[config.mk]
export PLATFORM = sky130hd
export DESIGN_NAME = switch_allocator_flat
export DESIGN_NICKNAME = d
export VERILOG_FILES = /design/src/rtl/switch_allocator_pkg.sv /design/src/rtl/switch_allocator_if.sv /design/src/rtl/switch_allocator_rr_arbiter.sv /design/src/rtl/switch_allocator.sv /design/src/flat_wrapper.sv
export SDC_FILE = /design/constraint.sdc
export NUM_CORES = 1
export LEC_CHECK = 0
export ABC_AREA = 1
export CORE_MARGIN = 2
export CORE_UTILIZATION = 56
export CTS_CLUSTER_DIAMETER = 40
export DETAILED_ROUTE_END_ITERATION = 6
export PLACE_DENSITY = 0.76
export SLEW_MARGIN = 15
export SYNTH_ARGS = -nofsm -noshare
export SYNTH_HDL_FRONTEND = slang
export SYNTH_SLANG_ARGS = --single-unit
export TNS_END_PERCENT = 10
[constraint.sdc]
create_clock -name clk -period 10.6 [get_ports clk]
set_input_delay 1.59 -clock clk [delete_from_list [all_inputs] [get_ports clk]]
set_output_delay 1.59 -clock clk [all_outputs]
set_load 0.01 [all_outputs]
[src/rtl/switch_allocator_pkg.sv]
// Shared definitions for the 5-port mesh router switch allocator:
// port indices, flit type codes, select encoding and FSM state type.
package switch_allocator_pkg;

    // Number of input/output ports and crossbar select width.
    localparam int unsigned NPORTS = 5;
    localparam int unsigned SELW   = 3;

    // Per-output flit counter width; only used when ALLOC_STATS_EN is defined.
    localparam int unsigned CNTW = 16;

    // Crossbar select value meaning "no source drives this output".
    localparam logic [SELW-1:0] NO_SRC = 3'd7;

    // Port indices; N has highest pre-select priority, L the lowest.
    typedef enum logic [SELW-1:0] {
        PortN = 3'd0,
        PortE = 3'd1,
        PortW = 3'd2,
        PortS = 3'd3,
        PortL = 3'd4
    } port_e;

    // One-hot head flit type codes.
    typedef enum logic [2:0] {
        FlitHeader  = 3'b001,
        FlitPayload = 3'b010,
        FlitTail    = 3'b100
    } flit_e;

    // Per-output allocation state.
    typedef enum logic [0:0] {
        StIdle,
        StLocked
    } out_state_e;

    // Keep only the lowest set bit, i.e. the lowest-index requested output.
    function automatic logic [NPORTS-1:0] lowest_bit(input logic [NPORTS-1:0] v);
        return v & (~v + 1'b1);
    endfunction

endpackage

[src/rtl/switch_allocator_if.sv]
// Router-side bundle of the switch allocator: FIFO head state and LBDR requests in,
// FIFO pops, output valids and crossbar selects out.
// master = the allocator, slave = the router datapath that feeds and consumes it.
// flit_cnt exists only when ALLOC_STATS_EN is defined.
interface switch_allocator_if;
    import switch_allocator_pkg::*;

    logic [NPORTS-1:0]        empty;
    logic [3*NPORTS-1:0]      flit_id;
    logic [NPORTS*NPORTS-1:0] req;
    logic [NPORTS-1:0]        out_ready;
    logic [NPORTS-1:0]        rd_en;
    logic [NPORTS-1:0]        out_valid;
    logic [SELW*NPORTS-1:0]   xbar_sel;
`ifdef ALLOC_STATS_EN
    logic [CNTW*NPORTS-1:0]   flit_cnt;
`endif

    modport master (
        input  empty,
        input  flit_id,
        input  req,
        input  out_ready,
        output rd_en,
        output out_valid,
`ifdef ALLOC_STATS_EN
        output flit_cnt,
`endif
        output xbar_sel
    );

    modport slave (
        output empty,
        output flit_id,
        output req,
        output out_ready,
        input  rd_en,
        input  out_valid,
`ifdef ALLOC_STATS_EN
        input  flit_cnt,
`endif
        input  xbar_sel
    );

endinterface

[src/rtl/switch_allocator_rr_arbiter.sv]
// Round-robin arbiter for one output: the search starts at ptr+1 (mod NPORTS) and the
// first requesting input wins. Purely combinational; the pointer lives in the caller.
module rr_arbiter
    import switch_allocator_pkg::*;
(
    input  logic [NPORTS-1:0] req,
    input  logic [SELW-1:0]   ptr,
    output logic [NPORTS-1:0] gnt,
    output logic [SELW-1:0]   idx,
    output logic              vld
);

    logic [SELW:0] cand;

    // Walk offsets from farthest to nearest so the nearest requester after ptr wins last.
    always_comb begin
        gnt  = '0;
        idx  = NO_SRC;
        vld  = 1'b0;
        cand = '0;
        for (int k = NPORTS; k >= 1; k--) begin
            cand = {1'b0, ptr} + (SELW + 1)'(k);
            if (cand >= (SELW + 1)'(NPORTS)) begin
                cand = cand - (SELW + 1)'(NPORTS);
            end
            if (req[cand[SELW-1:0]]) begin
                gnt = '0;
                gnt[cand[SELW-1:0]] = 1'b1;
                idx = cand[SELW-1:0];
                vld = 1'b1;
            end
        end
    end

endmodule

[src/rtl/switch_allocator.sv]
// Output-port allocator for the 5-port mesh router. Each output runs an IDLE/LOCKED FSM:
// in IDLE it round-robins among eligible HEADER bidders, then holds the winner until its
// TAIL transfers (wormhole lock). FIFO pops, valids and crossbar selects are combinational.
// Optional feature: define ALLOC_STATS_EN to add per-output transferred-flit counters.
module switch_allocator
    import switch_allocator_pkg::*;
(
    input logic                clk,
    input logic                rst,
    switch_allocator_if.master bus
);

    logic [2:0]        head      [NPORTS];
    logic [NPORTS-1:0] presel    [NPORTS];
    logic [NPORTS-1:0] bid       [NPORTS];
    logic [NPORTS-1:0] locked_in;
    logic [NPORTS-1:0] eligible;

    logic [NPORTS-1:0] arb_gnt   [NPORTS];
    logic [SELW-1:0]   arb_idx   [NPORTS];
    logic              arb_vld   [NPORTS];

    out_state_e        state_q   [NPORTS];
    out_state_e        state_d   [NPORTS];
    logic [SELW-1:0]   owner_q   [NPORTS];
    logic [SELW-1:0]   owner_d   [NPORTS];
    logic [SELW-1:0]   ptr_q     [NPORTS];
    logic [SELW-1:0]   ptr_d     [NPORTS];

    logic [NPORTS-1:0]      rd_en;
    logic [NPORTS-1:0]      out_valid;
    logic [SELW*NPORTS-1:0] xbar_sel;

    // Pre-select lowest requested output per input, mark locked inputs, form per-output bids.
    always_comb begin
        locked_in = '0;
        eligible  = '0;
        for (int i = 0; i < NPORTS; i++) begin
            head[i]   = bus.flit_id[3*i +: 3];
            presel[i] = lowest_bit(bus.req[NPORTS*i +: NPORTS]);
        end
        for (int o = 0; o < NPORTS; o++) begin
            for (int i = 0; i < NPORTS; i++) begin
                if (state_q[o] == StLocked && owner_q[o] == SELW'(i)) begin
                    locked_in[i] = 1'b1;
                end
            end
        end
        for (int i = 0; i < NPORTS; i++) begin
            eligible[i] = !bus.empty[i] && (head[i] == FlitHeader) && !locked_in[i];
        end
        for (int o = 0; o < NPORTS; o++) begin
            bid[o] = '0;
            for (int i = 0; i < NPORTS; i++) begin
                bid[o][i] = eligible[i] && presel[i][o];
            end
        end
    end

    for (genvar o = 0; o < NPORTS; o++) begin : g_arb
        rr_arbiter u_arb (
            .req (bid[o]),
            .ptr (ptr_q[o]),
            .gnt (arb_gnt[o]),
            .idx (arb_idx[o]),
            .vld (arb_vld[o])
        );
    end

    // Per-output next state plus the combinational grant/transfer datapath.
    always_comb begin
        rd_en     = '0;
        out_valid = '0;
        xbar_sel  = {NPORTS{NO_SRC}};
        for (int o = 0; o < NPORTS; o++) begin
            state_d[o] = state_q[o];
            owner_d[o] = owner_q[o];
            ptr_d[o]   = ptr_q[o];
            unique case (state_q[o])
                StIdle: begin
                    // Without downstream space the pointer stays put and arbitration reruns.
                    if (arb_vld[o] && bus.out_ready[o]) begin
                        xbar_sel[SELW*o +: SELW] = arb_idx[o];
                        out_valid[o]             = 1'b1;
                        rd_en                    = rd_en | arb_gnt[o];
                        state_d[o]               = StLocked;
                        owner_d[o]               = arb_idx[o];
                        ptr_d[o]                 = arb_idx[o];
                    end
                end
                StLocked: begin
                    xbar_sel[SELW*o +: SELW] = owner_q[o];
                    if (!bus.empty[owner_q[o]] && bus.out_ready[o]) begin
                        rd_en[owner_q[o]] = 1'b1;
                        out_valid[o]      = 1'b1;
                        if (head[owner_q[o]] == FlitTail) begin
                            state_d[o] = StIdle;
                            owner_d[o] = NO_SRC;
                        end
                    end
                end
                default: begin
                    state_d[o] = StIdle;
                    owner_d[o] = NO_SRC;
                end
            endcase
        end
        // Reset must silence the datapath immediately, not only after the state clears.
        if (!rst) begin
            rd_en     = '0;
            out_valid = '0;
            xbar_sel  = {NPORTS{NO_SRC}};
        end
    end

    // State, owner and round-robin pointer registers.
    always_ff @(posedge clk or negedge rst) begin
        if (!rst) begin
            for (int o = 0; o < NPORTS; o++) begin
                state_q[o] <= StIdle;
                owner_q[o] <= NO_SRC;
                ptr_q[o]   <= PortL;
            end
        end else begin
            for (int o = 0; o < NPORTS; o++) begin
                state_q[o] <= state_d[o];
                owner_q[o] <= owner_d[o];
                ptr_q[o]   <= ptr_d[o];
            end
        end
    end

    assign bus.rd_en     = rd_en;
    assign bus.out_valid = out_valid;
    assign bus.xbar_sel  = xbar_sel;

`ifdef ALLOC_STATS_EN
    logic [CNTW-1:0] cnt_q [NPORTS];

    // Count every transferred flit per output; wraps naturally.
    always_ff @(posedge clk or negedge rst) begin
        if (!rst) begin
            for (int o = 0; o < NPORTS; o++) begin
                cnt_q[o] <= '0;
            end
        end else begin
            for (int o = 0; o < NPORTS; o++) begin
                if (out_valid[o]) begin
                    cnt_q[o] <= cnt_q[o] + 1'b1;
                end
            end
        end
    end

    // Flatten counters onto the bus.
    always_comb begin
        bus.flit_cnt = '0;
        for (int o = 0; o < NPORTS; o++) begin
            bus.flit_cnt[CNTW*o +: CNTW] = cnt_q[o];
        end
    end
`endif

endmodule

[src/flat_wrapper.sv]
// flat-port wrapper written by rule: the top's interface ports become plain ports
module switch_allocator_flat import switch_allocator_pkg::*;
  (clk, rst, bus_empty, bus_flit_id, bus_req, bus_out_ready, bus_rd_en, bus_out_valid, bus_xbar_sel);
  switch_allocator_if bus_i ();
  input logic clk;
  input logic rst;
  input wire logic [$bits(bus_i.empty)-1:0] bus_empty;
  input wire logic [$bits(bus_i.flit_id)-1:0] bus_flit_id;
  input wire logic [$bits(bus_i.req)-1:0] bus_req;
  input wire logic [$bits(bus_i.out_ready)-1:0] bus_out_ready;
  output wire logic [$bits(bus_i.rd_en)-1:0] bus_rd_en;
  output wire logic [$bits(bus_i.out_valid)-1:0] bus_out_valid;
  output wire logic [$bits(bus_i.xbar_sel)-1:0] bus_xbar_sel;
  assign bus_i.empty = bus_empty;
  assign bus_i.flit_id = bus_flit_id;
  assign bus_i.req = bus_req;
  assign bus_i.out_ready = bus_out_ready;
  assign bus_rd_en = bus_i.rd_en;
  assign bus_out_valid = bus_i.out_valid;
  assign bus_xbar_sel = bus_i.xbar_sel;
  switch_allocator u_core (.clk(clk), .rst(rst), .bus(bus_i));
endmodule
# After elaboration in Yosys (flattened, before gate mapping)
# Index checks and enable logic that the tools add are counted.
word_totals:
  register_bits: 35
  latchBits: 0
  mem_bits_rw: 0
  mem_bits_ro: 0
  in_bits: 52
  output_inout_bits: 25
  word_cells: 701
  n_memories: 0
op_classes:
  add_sub_neg: 55
  n_mul: 0
  div: 0
  magnitude_cmp: 90
  eq_ne: 45
  n_shift: 0
  n_mux: 338
  bitwise_logic: 28
  n_reduce_logical: 130
op_table:
  columns: ["cell", "count"]
  rows:
  - ["3-bit two-way mux", 80]
  - ["5-bit two-way mux", 37]
  - ["1-bit two-way mux", 130]
  - ["3-bit by 4-bit less-than comparator with 1-bit output, second input constant", 30]
  - ["4-bit by 3-bit >= comparator with 1-bit output, second input constant", 25]
  - ["1-bit logical AND", 100]
  - ["1-bit binary-select mux with 3-bit select", 30]
  - ["1-bit demux with 3-bit select", 30]
  - ["3-bit by 1-bit >= comparator with 1-bit output, second input constant", 30]
  - ["3-bit subtractor, second input constant", 25]
  - ["3-bit case mux with 2 select lines", 10]
  - ["5-bit case mux with 2 select lines", 5]
  - ["3-bit binary-select mux with 3-bit select", 5]
  - ["3-bit by 2-bit adder with 4-bit output, second input constant", 10]
  - ["3-bit by 3-bit adder with 4-bit output, second input constant", 10]
  - ["5-bit OR", 8]
  - ["3-bit by 1-bit == test with 1-bit output, second input constant", 10]
  - ["3-bit by 2-bit == test with 1-bit output, second input constant", 10]
  - ["3-bit == test, second input constant", 10]
  - ["5-bit by 1-bit adder with 5-bit output, second input constant", 5]
  - ["5-bit AND", 5]
  - ["5-bit inverter", 5]
  - ["3-bit by 1-bit adder with 4-bit output, second input constant", 5]
  - ["4-bit >= comparator, second input constant", 5]
  - ["other kinds (10)", 66]

# Logic depth before layout (Yosys ltp)
# Gate-level depths: netlist of run 1.
depth:
  word_depth: 33
  depth_mapped: 26
  depth_no_buf: 26

# Hierarchy
# A second synthesis of run 1 with hierarchy kept.
hier_totals:
  hier_cells: 1899
  hier_area_um2: 10267.3
modules_own_cells:
  columns: ["mod", "instances", "cells_per_inst", "area_each_um2", "seq_area_each_um2"]
  rows:
  - ["rr_arbiter at u_core.g_arb[1].u_arb ...", 3, 273, 1433.9, 0.0]
  - ["switch_allocator", 1, 548, 3216.8, 900.9]
  - ["rr_arbiter at u_core.g_arb[0].u_arb", 1, 276, 1436.4, 0.0]
  - ["rr_arbiter at u_core.g_arb[4].u_arb", 1, 256, 1312.5, 0.0]

# Least setup slack after synthesis of run 1
# OpenSTA, ideal clock, no wires.
synth_path:
  path_type: "input to output"
  from: "input port bus_empty[3]"
  to: "output port bus_rd_en[3]"
  arrival_time_ps: 3419
  t_required_ps: 9010
  slack_ps: 5591
  path_stages: 17
  n_path_buf: 2
  path_cell_list: "inv_1 nand2_1 nor2_1 nand3_2 nor2_4 buf_6 nand2_2 o211ai_1 nand3_1 buf_2 nor2_1 nand2_1 nand2_1 nand2_1 nand2_1 inv_1 a21oi_1"
synth_via:
  elab_chain_len: 27
  elab_cells_between_ends: 157
  cone_classes: "126 x mux; 8 x bitwise; 23 x reduce/logical"
synth_lines:
  columns: ["item", "line", "text"]
  rows:
  - ["from (decl)", "flat_wrapper.sv:7", "input wire logic [$bits(bus_i.empty)-1:0] bus_empty;"]
  - ["1-bit zero test", "switch_allocator.sv:50", "eligible[i] = !bus.empty[i] && (head[i] == FlitHeader) && !locked_in[i];"]
  - ["1-bit logical AND (2 in series)", "switch_allocator.sv:50", null]
  - ["1-bit logical AND", "switch_allocator.sv:55", "bid[o][i] = eligible[i] && presel[i][o];"]
  - ["1-bit binary-select mux with 3-bit select", "switch_allocator_rr_arbiter.sv:26", "if (req[cand[SELW-1:0]]) begin"]
  - ["1-bit two-way mux (implied by the code)", "switch_allocator_rr_arbiter.sv:26", null]
  - ["1-bit two-way mux (5 in series)", "switch_allocator_rr_arbiter.sv:26", null]
  - ["1-bit logical AND", "switch_allocator.sv:82", "if (arb_vld[o] && bus.out_ready[o]) begin"]
  - ["5-bit two-way mux", "switch_allocator.sv:82", null]
  - ["[6 not listed]", null, null]
  - ["5-bit case mux with 2 select lines", "switch_allocator.sv:79", "unique case (state_q[o])"]
  - ["5-bit OR, on equally long branches", null, null]
  - ["5-bit two-way mux, on equally long branches", "switch_allocator.sv:93, switch_allocator.sv:82", null]
  - ["5-bit case mux with 2 select lines", "switch_allocator.sv:79", null]
  - ["5-bit OR, on equally long branches", null, null]
  - ["5-bit two-way mux, on equally long branches", "switch_allocator.sv:93, switch_allocator.sv:82", null]
  - ["5-bit case mux with 2 select lines (*)", "switch_allocator.sv:79", null]
  - ["5-bit two-way mux (*)", "switch_allocator.sv:109", "if (!rst) begin"]
  - ["to (decl)", "flat_wrapper.sv:11", "output wire logic [$bits(bus_i.rd_en)-1:0] bus_rd_en;"]
# Every way passes the cells marked *; elsewhere a longest branch is shown, timed or not. The select of a mux whose other input is x is not followed.

# Final worst setup path of run 1
layout_path:
  from: "input port bus_empty[2]"
  to: "output port bus_rd_en[3]"
# Same word-level chain as after synthesis.

==> results of run 1 <==
-- layer usage --
metal  up-vias  track usage (%)  wire (um)
met5         -                0          0
met4         0             14.0       1270
li1       6101                -          -
met3        97             5.87       2930
met1      5444             47.7      14000
met2       544             60.0      15500
-- cells by family (layout without fill, tap and decap cells) --
kind of cell | count (synthesis) | after routing | synth area share (%)
AND/OR/NAND/NOR | 1206 | 1206 | 54.0
XOR/XNOR | 13 | 13 | 1.33
AO/OA/AOI/OAI | 241 | 241 | 14.3
buffers and inverters | 313 | 369 | 13.1
adder cells (fa/ha/maj) | 58 | 58 | 7.89
flip-flops | 35 | 35 | 9.32
-- registers in the layout, indices dropped and copies added, names as in the netlist --
register / count
u_core.ptr_q: 15
u_core.state_q: 5
u_core.owner_q: 15
-- placed cells by master (no fill, tap or decap), drive strengths merged, types with 7 or more instances in the layout --
master and count:
a21oi 51, a31oi 7, clkdlybuf4s50 75, dfrtp 15, dfstp 20, ha 53, inv 278, nand2 639
nand3 224, nand4 39, nor2 263, nor3 24, o211ai 16, o21a 9, o21ai 124, xor2 8
-- worst max-delay path by stage --
stage | startpoint | to | slack (ns)
floorplan | bus_empty[3] | bus_rd_en[3] | 5.59
global placement | bus_empty[2] | bus_rd_en[1] | 3.42
detailed placement | bus_empty[2] | bus_rd_en[3] | 3.31
CTS | bus_empty[2] | bus_rd_en[3] | 3.30
global route | bus_empty[2] | bus_rd_en[1] | 2.99
finish | bus_empty[2] | bus_rd_en[3] | 3.18
-- Yosys cell counts (all sizes together), types with 6 or more instances --
cell type,n
nand3,224
o21a,9
buf,31
xor2,8
nand4,39
nand2,639
o211ai,16
nor3,24
a21oi,51
dfstp,20
a31oi,7
nor2,263
a21boi,6
o21ai,124
ha,53
dfrtp,15
inv,278
o22ai,6
-- final cells by class --
class	count	area share, %
repair buffers	80	7.34
multi-input cells	1518	70.1
flip-flops and latches	35	8.42
clock inverters	2	0.327
clock buffers	6	1.30
well taps	225	2.63
inverters	281	9.89
-- through the flow --
stage               setup WS, ns  hold slack [ns]  std cells
floorplan                   5.59            0.482       1866
global placement            3.42            0.510       2139
detailed placement          3.31            0.517       2139
CTS                         3.30            0.526       2147
global route                2.99            0.548       2147
finish                      3.18            0.532       2147
-- critical path: cells and delay by family --
family | cells | cell delay [ns]
AND/OR/NAND/NOR | 11 | 2.53
buffers and inverters | 4 | 1.36
AO/OA/AOI/OAI | 2 | 0.34
==> impl_metrics.env, run 1 <==
export IMPL_multi_input_area_sq_mm=0.00750
export IMPL_min_path_type="flip-flop to flip-flop"
export IMPL_cap_viol_max_count=0
export IMPL_postRouteAntennaNets=0
export IMPL_drtIter0Drc=1150
export IMPL_tns_ns=0
export IMPL_viasPerCell=5.68
export IMPL_maxSlewViolCount=0
export IMPL_fin_util_pct=62.5
export IMPL_seqCellArea_sq_um=901
export IMPL_crit_chain="clkdlybuf4s50_1 > inv_1 > nand3_1 > nor2_2 > inv_1 > nor2_2 > nand3_1 > nand3_1 > nand3_1 > nand3_1 > o21ai_2 > nor2_2 > nand2_1 > nand2_1 > nor2_1 > a21oi_1 > clkdlybuf4s50_1"
export IMPL_avgSynthCellArea_sq_um=5.18
export IMPL_n_antenna_cell=0
export IMPL_min_path_cells=2
export IMPL_yosysTopAreaCell="nand2_1"
export IMPL_reg2reg_depth=17
export IMPL_postCtsHoldBufs=0
export IMPL_vias=12200
export IMPL_initial_core_util_pct=56.5
export IMPL_cts_resized=0
export IMPL_fillers=1833
export IMPL_h_tree_depth=2
export IMPL_cts_setup_buffers=0
export IMPL_cts_made_buffers=5
export IMPL_port_buffers=76
export IMPL_synthesis_area_sq_mm=0.00967
export IMPL_synth_area_top_cells="nand2_1 24%, nand3_1 11%, inv_1 9.9%, nor2_1 9.5%, ha_1 6.9%"
export IMPL_die_h_um=135
export IMPL_path_clk_slew_ns=0.06
export IMPL_r2r_start="u_core.ptr_q[9]"
export IMPL_slowest_delay_ns=0.66
export IMPL_layout_drive_gt1_share_pct=6.19
export IMPL_nNetsFinal=2031
export IMPL_hold_end="u_core.owner_q[13]"
export IMPL_place_hpwl_mm=27.4
export IMPL_status="finished clean"
export IMPL_placedInstanceArea_sq_mm=0.0105
export IMPL_hold_violations=0
export IMPL_slowest_stage="nor2_2"
export IMPL_cp_arrival_ns=5.83
export IMPL_yosysWarnings=0
export IMPL_drc=0
export IMPL_end_kind="output port"
export IMPL_drt_total_wl_mm=33.6
export IMPL_synth_nets=1976
export IMPL_min_period_over_period_pct=70.0
export IMPL_area_growth_pct=10.7
export IMPL_ff2ff_setup_slack_ns=6.47
export IMPL_gp_congestion=1.01
export IMPL_io_pins=77
export IMPL_first_pass_iters=6
export IMPL_track_usage_pct=36.4
export IMPL_wire_per_inst_um=15.6
export IMPL_cts_tree="done"
export IMPL_overflow=0
export IMPL_ys_seq_area_share_pct=9.32
export IMPL_grt_start_max_net_pins=54
export IMPL_first_global_vias=10800
export IMPL_hold_start="u_core.owner_q[13]"
export IMPL_die_w_um=135
export IMPL_synth_edf_count=0
export IMPL_fmax_ghz=0.135
export IMPL_finalClockSkew_ns=0.00428
export IMPL_async_flop_share_pct=100
export IMPL_rsz0062_at_grt="no"
export IMPL_clockBufferDepth=2
export IMPL_synth_top_cell_area_share_pct=24.2
export IMPL_synth_seq_cells=35
export IMPL_die_area_sq_mm=0.0183
export IMPL_core_sq_mm=0.0171
export IMPL_worst_pin_slew_ns=0.965
export IMPL_syn_inst=1866
export IMPL_slew_headroom_pct=35.5
export IMPL_grt_pass1_wl_mm=53.7
export IMPL_root_buffer="clkbuf_16"
export IMPL_period_needed_ns=7.42
export IMPL_antenna_found_initial=0
export IMPL_fp_row_count=48
export IMPL_yosys_most_used_dff="dfstp_2"
export IMPL_start_kind="primary input"
export IMPL_crit_fanout=12
export IMPL_critPathMostFrequentCell="nand3_1"
export IMPL_reg2reg_to="u_core.owner_q[11]"
export IMPL_clk_latency_ns=0.29
export IMPL_clkSinkCount=35
export IMPL_fin_area_sq_mm=0.0107
export IMPL_synth_distinct_cells=56
export IMPL_setup_viol=0
export IMPL_required_ns=9.01
export IMPL_path_class="primary input to output port"
Power of run 1 is not shown: default switching activity piles up to over one toggle a cycle in this logic, so the estimate is an artifact.
==> inputs of run 2 (changes only) <==
==> constraint.sdc (replaced) <==
create_clock -name clk -period 7.5 [get_ports clk]
set_input_delay 1.125 -clock clk [delete_from_list [all_inputs] [get_ports clk]]
set_output_delay 1.125 -clock clk [all_outputs]
set_load 0.01 [all_outputs]
==> run 2 against run 1 <==
  * The flow now finishes with violations (design-rule violations)
  * Worst hold slack worse by 0.0060 ns
  * Core utilization decreased by 0.12 points
  * Critical path depth did not move
  * Sequential share of layout area is essentially flat
  * Design area down 0.20%
  * Count of clock-buffer cells in the layout is 1 lower
==> impl_metrics.env, run 2 (synthesized netlist as in run 1, its figures left out) <==
export IMPL_io_pins=77
export IMPL_postCtsHoldBufs=0
export IMPL_cap_viol_max_count=0
export IMPL_hold_end="u_core.owner_q[10]"
export IMPL_reg2reg_to="u_core.owner_q[11]"
export IMPL_cp_arrival_ns=5.18
export IMPL_grt_start_max_net_pins=33
export IMPL_status="finished with violations"
export IMPL_maxSlewViolCount=0
export IMPL_cts_made_buffers=5
export IMPL_rsz0062_at_grt="no"
export IMPL_first_pass_iters=7
export IMPL_fp_row_count=48
export IMPL_first_global_vias=10800
export IMPL_fmax_ghz=0.159
export IMPL_required_ns=6.38
export IMPL_core_sq_mm=0.0171
export IMPL_layout_common_cells="623 x nand2_1, 255 x inv_1, 245 x nor2_1"
export IMPL_hold_violations=0
export IMPL_min_path_cells=2
export IMPL_overflow=0
export IMPL_gp_congestion=1.07
export IMPL_vias=12300
export IMPL_clk_latency_ns=0.30
export IMPL_die_w_um=135
export IMPL_finalClockSkew_ns=0.00952
export IMPL_initial_core_util_pct=56.5
export IMPL_path_class="primary input to output port"
export IMPL_slew_headroom_pct=35.9
export IMPL_place_hpwl_mm=27.7
export IMPL_postRouteAntennaNets=0
export IMPL_critPathMostFrequentCell="nand3_1"
export IMPL_period_needed_ns=6.30
export IMPL_min_path_type="flip-flop to flip-flop"
export IMPL_track_usage_pct=36.3
export IMPL_ff2ff_setup_slack_ns=3.25
export IMPL_final_cells=2148
export IMPL_cts_setup_buffers=0
export IMPL_clockBufferDepth=2
export IMPL_nNetsFinal=2032
export IMPL_final_setup_worst_slack_ns=1.20
export IMPL_pre_cts_slack_ns=1.35
export IMPL_wire_per_inst_um=15.8
export IMPL_violations="design-rule violations"
export IMPL_slowest_delay_ns=0.57
export IMPL_root_buffer="clkbuf_16"
export IMPL_n_antenna_cell=0
export IMPL_path_buf_inv=4
export IMPL_drc=9
export IMPL_reg2reg_depth=17
export IMPL_die_h_um=135
export IMPL_drt_total_wl_mm=33.9
export IMPL_area_growth_pct=10.5
export IMPL_path_clk_slew_ns=0.07
export IMPL_crit_family="simple AND/OR/NAND/NOR gates"
export IMPL_clkSinkCount=35
export IMPL_h_tree_depth=2
export IMPL_start_kind="primary input"
export IMPL_worst_pin_slew_ns=0.959
export IMPL_cts_tree="done"
export IMPL_min_period_over_period_pct=84.0
export IMPL_slowest_stage="clkdlybuf4s50_1"
export IMPL_top_regs="u_core.owner_q x15, u_core.ptr_q x15, u_core.state_q x5"
export IMPL_cts_resized=0
export IMPL_antenna_found_initial=0
export IMPL_setup_viol=0
export IMPL_drtIter0Drc=1034
export IMPL_r2r_start="u_core.ptr_q[9]"
export IMPL_grt_pass1_wl_mm=53.2
export IMPL_hold_start="u_core.owner_q[10]"
export IMPL_layout_commonest_cell="nand2_1"
export IMPL_end_kind="output port"
export IMPL_viasPerCell=5.72
export IMPL_layout_drive_gt1_share_pct=6.24
export IMPL_port_buffers=76
export IMPL_crit_chain="clkdlybuf4s50_1 > inv_1 > nand3_1 > nor2_2 > inv_1 > nor2_2 > nand3_1 > nand3_1 > nand3_1 > nand3_1 > o21ai_2 > nor2_2 > nand2_1 > nand4_1 > nor2_1 > a21oi_1 > clkdlybuf4s50_1"
export IMPL_crit_fanout=11
export IMPL_tns_ns=0
export IMPL_die_area_sq_mm=0.0183
export IMPL_dp_cells=2140
[run 2: cell count changes in the layout (fill, tap and decap cells not counted), sizes merged]
| cell | previous run | this run |
|---|---|---|
| clkinvlp | 0 | 2 |
| clkbuf | 6 | 5 |
| bufinv | 1 | 0 |
| buf | 5 | 6 |
[run 2: worst max-delay path by stage]
stage               cells past startpoint  slack [ns]             from      endpoint
CTS                                    19        1.31  u_core.ptr_q[9]  bus_rd_en[4]
global route                           19        0.78  u_core.ptr_q[9]  bus_rd_en[4]
detailed placement                     17        1.35     bus_empty[2]  bus_rd_en[4]
floorplan                              21        3.30  u_core.ptr_q[3]  bus_rd_en[0]
global placement                       17        1.47     bus_empty[2]  bus_rd_en[4]
finish                                 17        1.20     bus_empty[2]  bus_rd_en[4]
[run 2: layer usage]
| metal | vias to the layer above | GRT usage (%) | share of wire (%) |
|---|---|---|---|
| met3 | 101 | 7.15 | 9.5 |
| li1 | 6102 | - | - |
| met5 | - | 0 | 0 |
| met4 | 0 | 14.1 | 4.1 |
| met2 | 579 | 59.9 | 45 |
| met1 | 5497 | 46.7 | 41 |
[run 2: stage by stage]
step / utilization, % / area [sq um] / hold slack (ns)
after global placement: 61.5 / 10500 / 0.509
final: 62.4 / 10700 / 0.526
after floorplan: - / 9670 / 0.482
after detailed placement: 61.5 / 10500 / 0.513
after CTS: 62.4 / 10700 / 0.522
after global routing: 62.4 / 10700 / 0.549
[run 2: layout make-up]
class	count	area (sq um)
multi-input cells	1518	7500
fillers	1828	6440
inverters	281	1060
flip-flops and latches	35	901
repair buffers	81	793
well taps	225	282
clock buffers	5	125
clock inverters	3	20.0
[run 2: worst reg2reg max path, delay by kind of cell, from the launching register on]
family / cells / cell delay, ns
adders and majority gates: 2 / 0.70
and+or+nand+nor: 9 / 1.65
buffers and inverters: 3 / 0.68
AOI/OAI and AO/OA: 3 / 0.43
DFF: 1 / 0.72
Power of run 2 is left out for the same reason.
==> inputs of run 3 (changes only) <==
--- a/config.mk
+++ b/config.mk
@@ -10,7 +10,7 @@
 export CORE_UTILIZATION = 56
 export CTS_CLUSTER_DIAMETER = 40
 export DETAILED_ROUTE_END_ITERATION = 6
-export PLACE_DENSITY = 0.76
+export PLACE_DENSITY = 0.79
 export SLEW_MARGIN = 15
 export SYNTH_ARGS = -nofsm -noshare
 export SYNTH_HDL_FRONTEND = slang
==> constraint.sdc (replaced) <==
create_clock -name clk -period 5.1 [get_ports clk]
set_input_delay 0.765 -clock clk [delete_from_list [all_inputs] [get_ports clk]]
set_output_delay 0.765 -clock clk [all_outputs]
set_load 0.01 [all_outputs]
==> run 3 against run 2 <==
  * The run still ends with design-rule violations left
  * Worst setup slack worse by 1.1 ns
  * Core utilization grew 3.2 points
  * Clock skew decreased by 0.00050 ns
  * Routed wire length grew 4.1%
  * Die area unchanged
==> impl_metrics.env, run 3 (synthesized netlist as in run 1, its figures left out) <==
export IMPL_layout_commonest_cell="nand2_1"
export IMPL_setup_viol=0
export IMPL_drc=1
export IMPL_finalClockSkew_ns=0.00902
export IMPL_slowest_delay_ns=0.59
export IMPL_viasPerCell=5.70
export IMPL_layout_drive_gt1_share_pct=9.82
export IMPL_path_clk_slew_ns=0.06
export IMPL_rsz0062_at_grt="yes"
export IMPL_cp_arrival_ns=4.21
export IMPL_wire_per_inst_um=16.0
export IMPL_io_pins=77
export IMPL_nNetsFinal=2095
export IMPL_cts_tree="done"
export IMPL_violations="design-rule violations"
export IMPL_cts_made_buffers=5
export IMPL_min_period_over_period_pct=97.5
export IMPL_layout_common_cells="622 x nand2_1, 253 x inv_1, 241 x nor2_1"
export IMPL_required_ns=4.34
export IMPL_end_kind="output port"
export IMPL_gp_congestion=1.09
export IMPL_overflow=0
export IMPL_drt_total_wl_mm=35.3
export IMPL_area_growth_pct=16.1
export IMPL_maxSlewViolCount=0
export IMPL_clk_latency_ns=0.29
export IMPL_tns_ns=0
export IMPL_grt_pass1_wl_mm=55.0
export IMPL_ff2ff_setup_slack_ns=1.73
export IMPL_dp_cells=2197
export IMPL_core_sq_mm=0.0171
export IMPL_min_path_type="primary input to async pin"
export IMPL_first_global_vias=11100
export IMPL_reg2reg_to="u_core.ptr_q[7]"
export IMPL_drtIter0Drc=1255
export IMPL_slowest_stage="clkdlybuf4s50_1"
export IMPL_hold_violations=0
export IMPL_root_buffer="clkbuf_16"
export IMPL_port_buffers=76
export IMPL_period_needed_ns=4.97
export IMPL_fillers=1710
export IMPL_first_pass_iters=7
export IMPL_path_buf_inv=4
export IMPL_track_usage_pct=37.7
export IMPL_clkSinkCount=35
export IMPL_antenna_found_initial=0
export IMPL_fmax_ghz=0.201
export IMPL_cp_num_cells=20
export IMPL_start_kind="primary input"
export IMPL_path_class="primary input to output port"
export IMPL_cap_viol_max_count=0
export IMPL_place_hpwl_mm=29.0
export IMPL_top_regs="u_core.owner_q x15, u_core.ptr_q x15, u_core.state_q x5"
export IMPL_reg2reg_depth=18
export IMPL_grt_start_max_net_pins=32
export IMPL_clockBufferDepth=2
export IMPL_r2r_start="u_core.ptr_q[7]"
export IMPL_crit_family="simple AND/OR/NAND/NOR gates"
export IMPL_postRouteAntennaNets=0
export IMPL_vias=12600
export IMPL_die_area_sq_mm=0.0183
export IMPL_crit_fanout=6
export IMPL_final_cells=2212
export IMPL_fp_row_count=48
export IMPL_status="finished with violations"
export IMPL_initial_core_util_pct=56.5
export IMPL_slew_headroom_pct=62.4
export IMPL_die_h_um=135
export IMPL_die_w_um=135
export IMPL_h_tree_depth=2
export IMPL_worst_pin_slew_ns=0.562
export IMPL_crit_chain="clkdlybuf4s50_1 > inv_1 > nand2_1 > nor2_1 > nand3_2 > nor2_4 > buf_4 > nand3_1 > nand3_1 > nand3_1 > nand3_1 > nor2_1 > nand2_1 > nand3_1 > nor2_1 > nor2_1 > nand2_1 > nor2_1 > a21oi_1 > clkdlybuf4s50_1"
## run 3: changes by cell type in the layout (fill, tap and decap cells not counted), sizes merged
cell	before	now
buf	6	69
clkdlybuf4s50	75	71
dlymetal6s2s	0	4
clkinvlp	2	3
diode	0	1
inv	278	277
## run 3: stage by stage
stage / instance area, sq um / hold slack, ns / setup WS, ns / utilization [%]
floorplan: 9670 / 0.469 / 1.26 / -
global placement: 11000 / 0.504 / 0.169 / 64.1
detailed placement: 11000 / 0.507 / 0.116 / 64.1
CTS: 11100 / 0.434 / 0.0872 / 65.0
global route: 11200 / 0.459 / -0.0364 / 65.5
finish: 11200 / 0.430 / 0.129 / 65.6
## run 3: final cells by class
cell class | instances | area (sq um) | area share [%]
timing repair buffer | 144 | 1300 | 11.6
tap | 225 | 282 | 2.51
sequential | 35 | 903 | 8.05
inverter | 281 | 1060 | 9.47
antenna | 1 | 2.50 | 0.0223
clock inverter | 3 | 20.0 | 0.178
clock buffer | 5 | 125 | 1.11
multi-input combinational | 1518 | 7530 | 67.1
## run 3: how the worst max path moves through the flow
| stage | slack, ns | to | start |
|---|---|---|---|
| final | 0.13 | bus_rd_en[0] | bus_empty[3] |
| after detailed placement | 0.12 | bus_rd_en[2] | bus_empty[3] |
| after global routing | -0.04 | bus_rd_en[2] | u_core.ptr_q[2] |
| after global placement | 0.17 | bus_rd_en[3] | bus_empty[1] |
| after floorplan | 1.26 | bus_rd_en[0] | u_core.ptr_q[3] |
| after CTS | 0.09 | bus_rd_en[0] | u_core.ptr_q[4] |
## run 3: per-layer routing
metal	track usage, %	vias to the layer above	wire length [um]
li1	-	6226	-
met1	47.9	5639	14400
met2	64.1	634	16400
met3	4.60	109	3100
met4	16.4	0	1430
met5	0	-	0
## run 3: what timing repair did
action | 4_1_cts | 5_1_grt
setup endpoints to repair | 0 | 13
gates resized for setup | 0 | 24
buffers inserted | 0 | 6
hold buffers | 0 | 0
Power of run 3 is left out for the same reason.
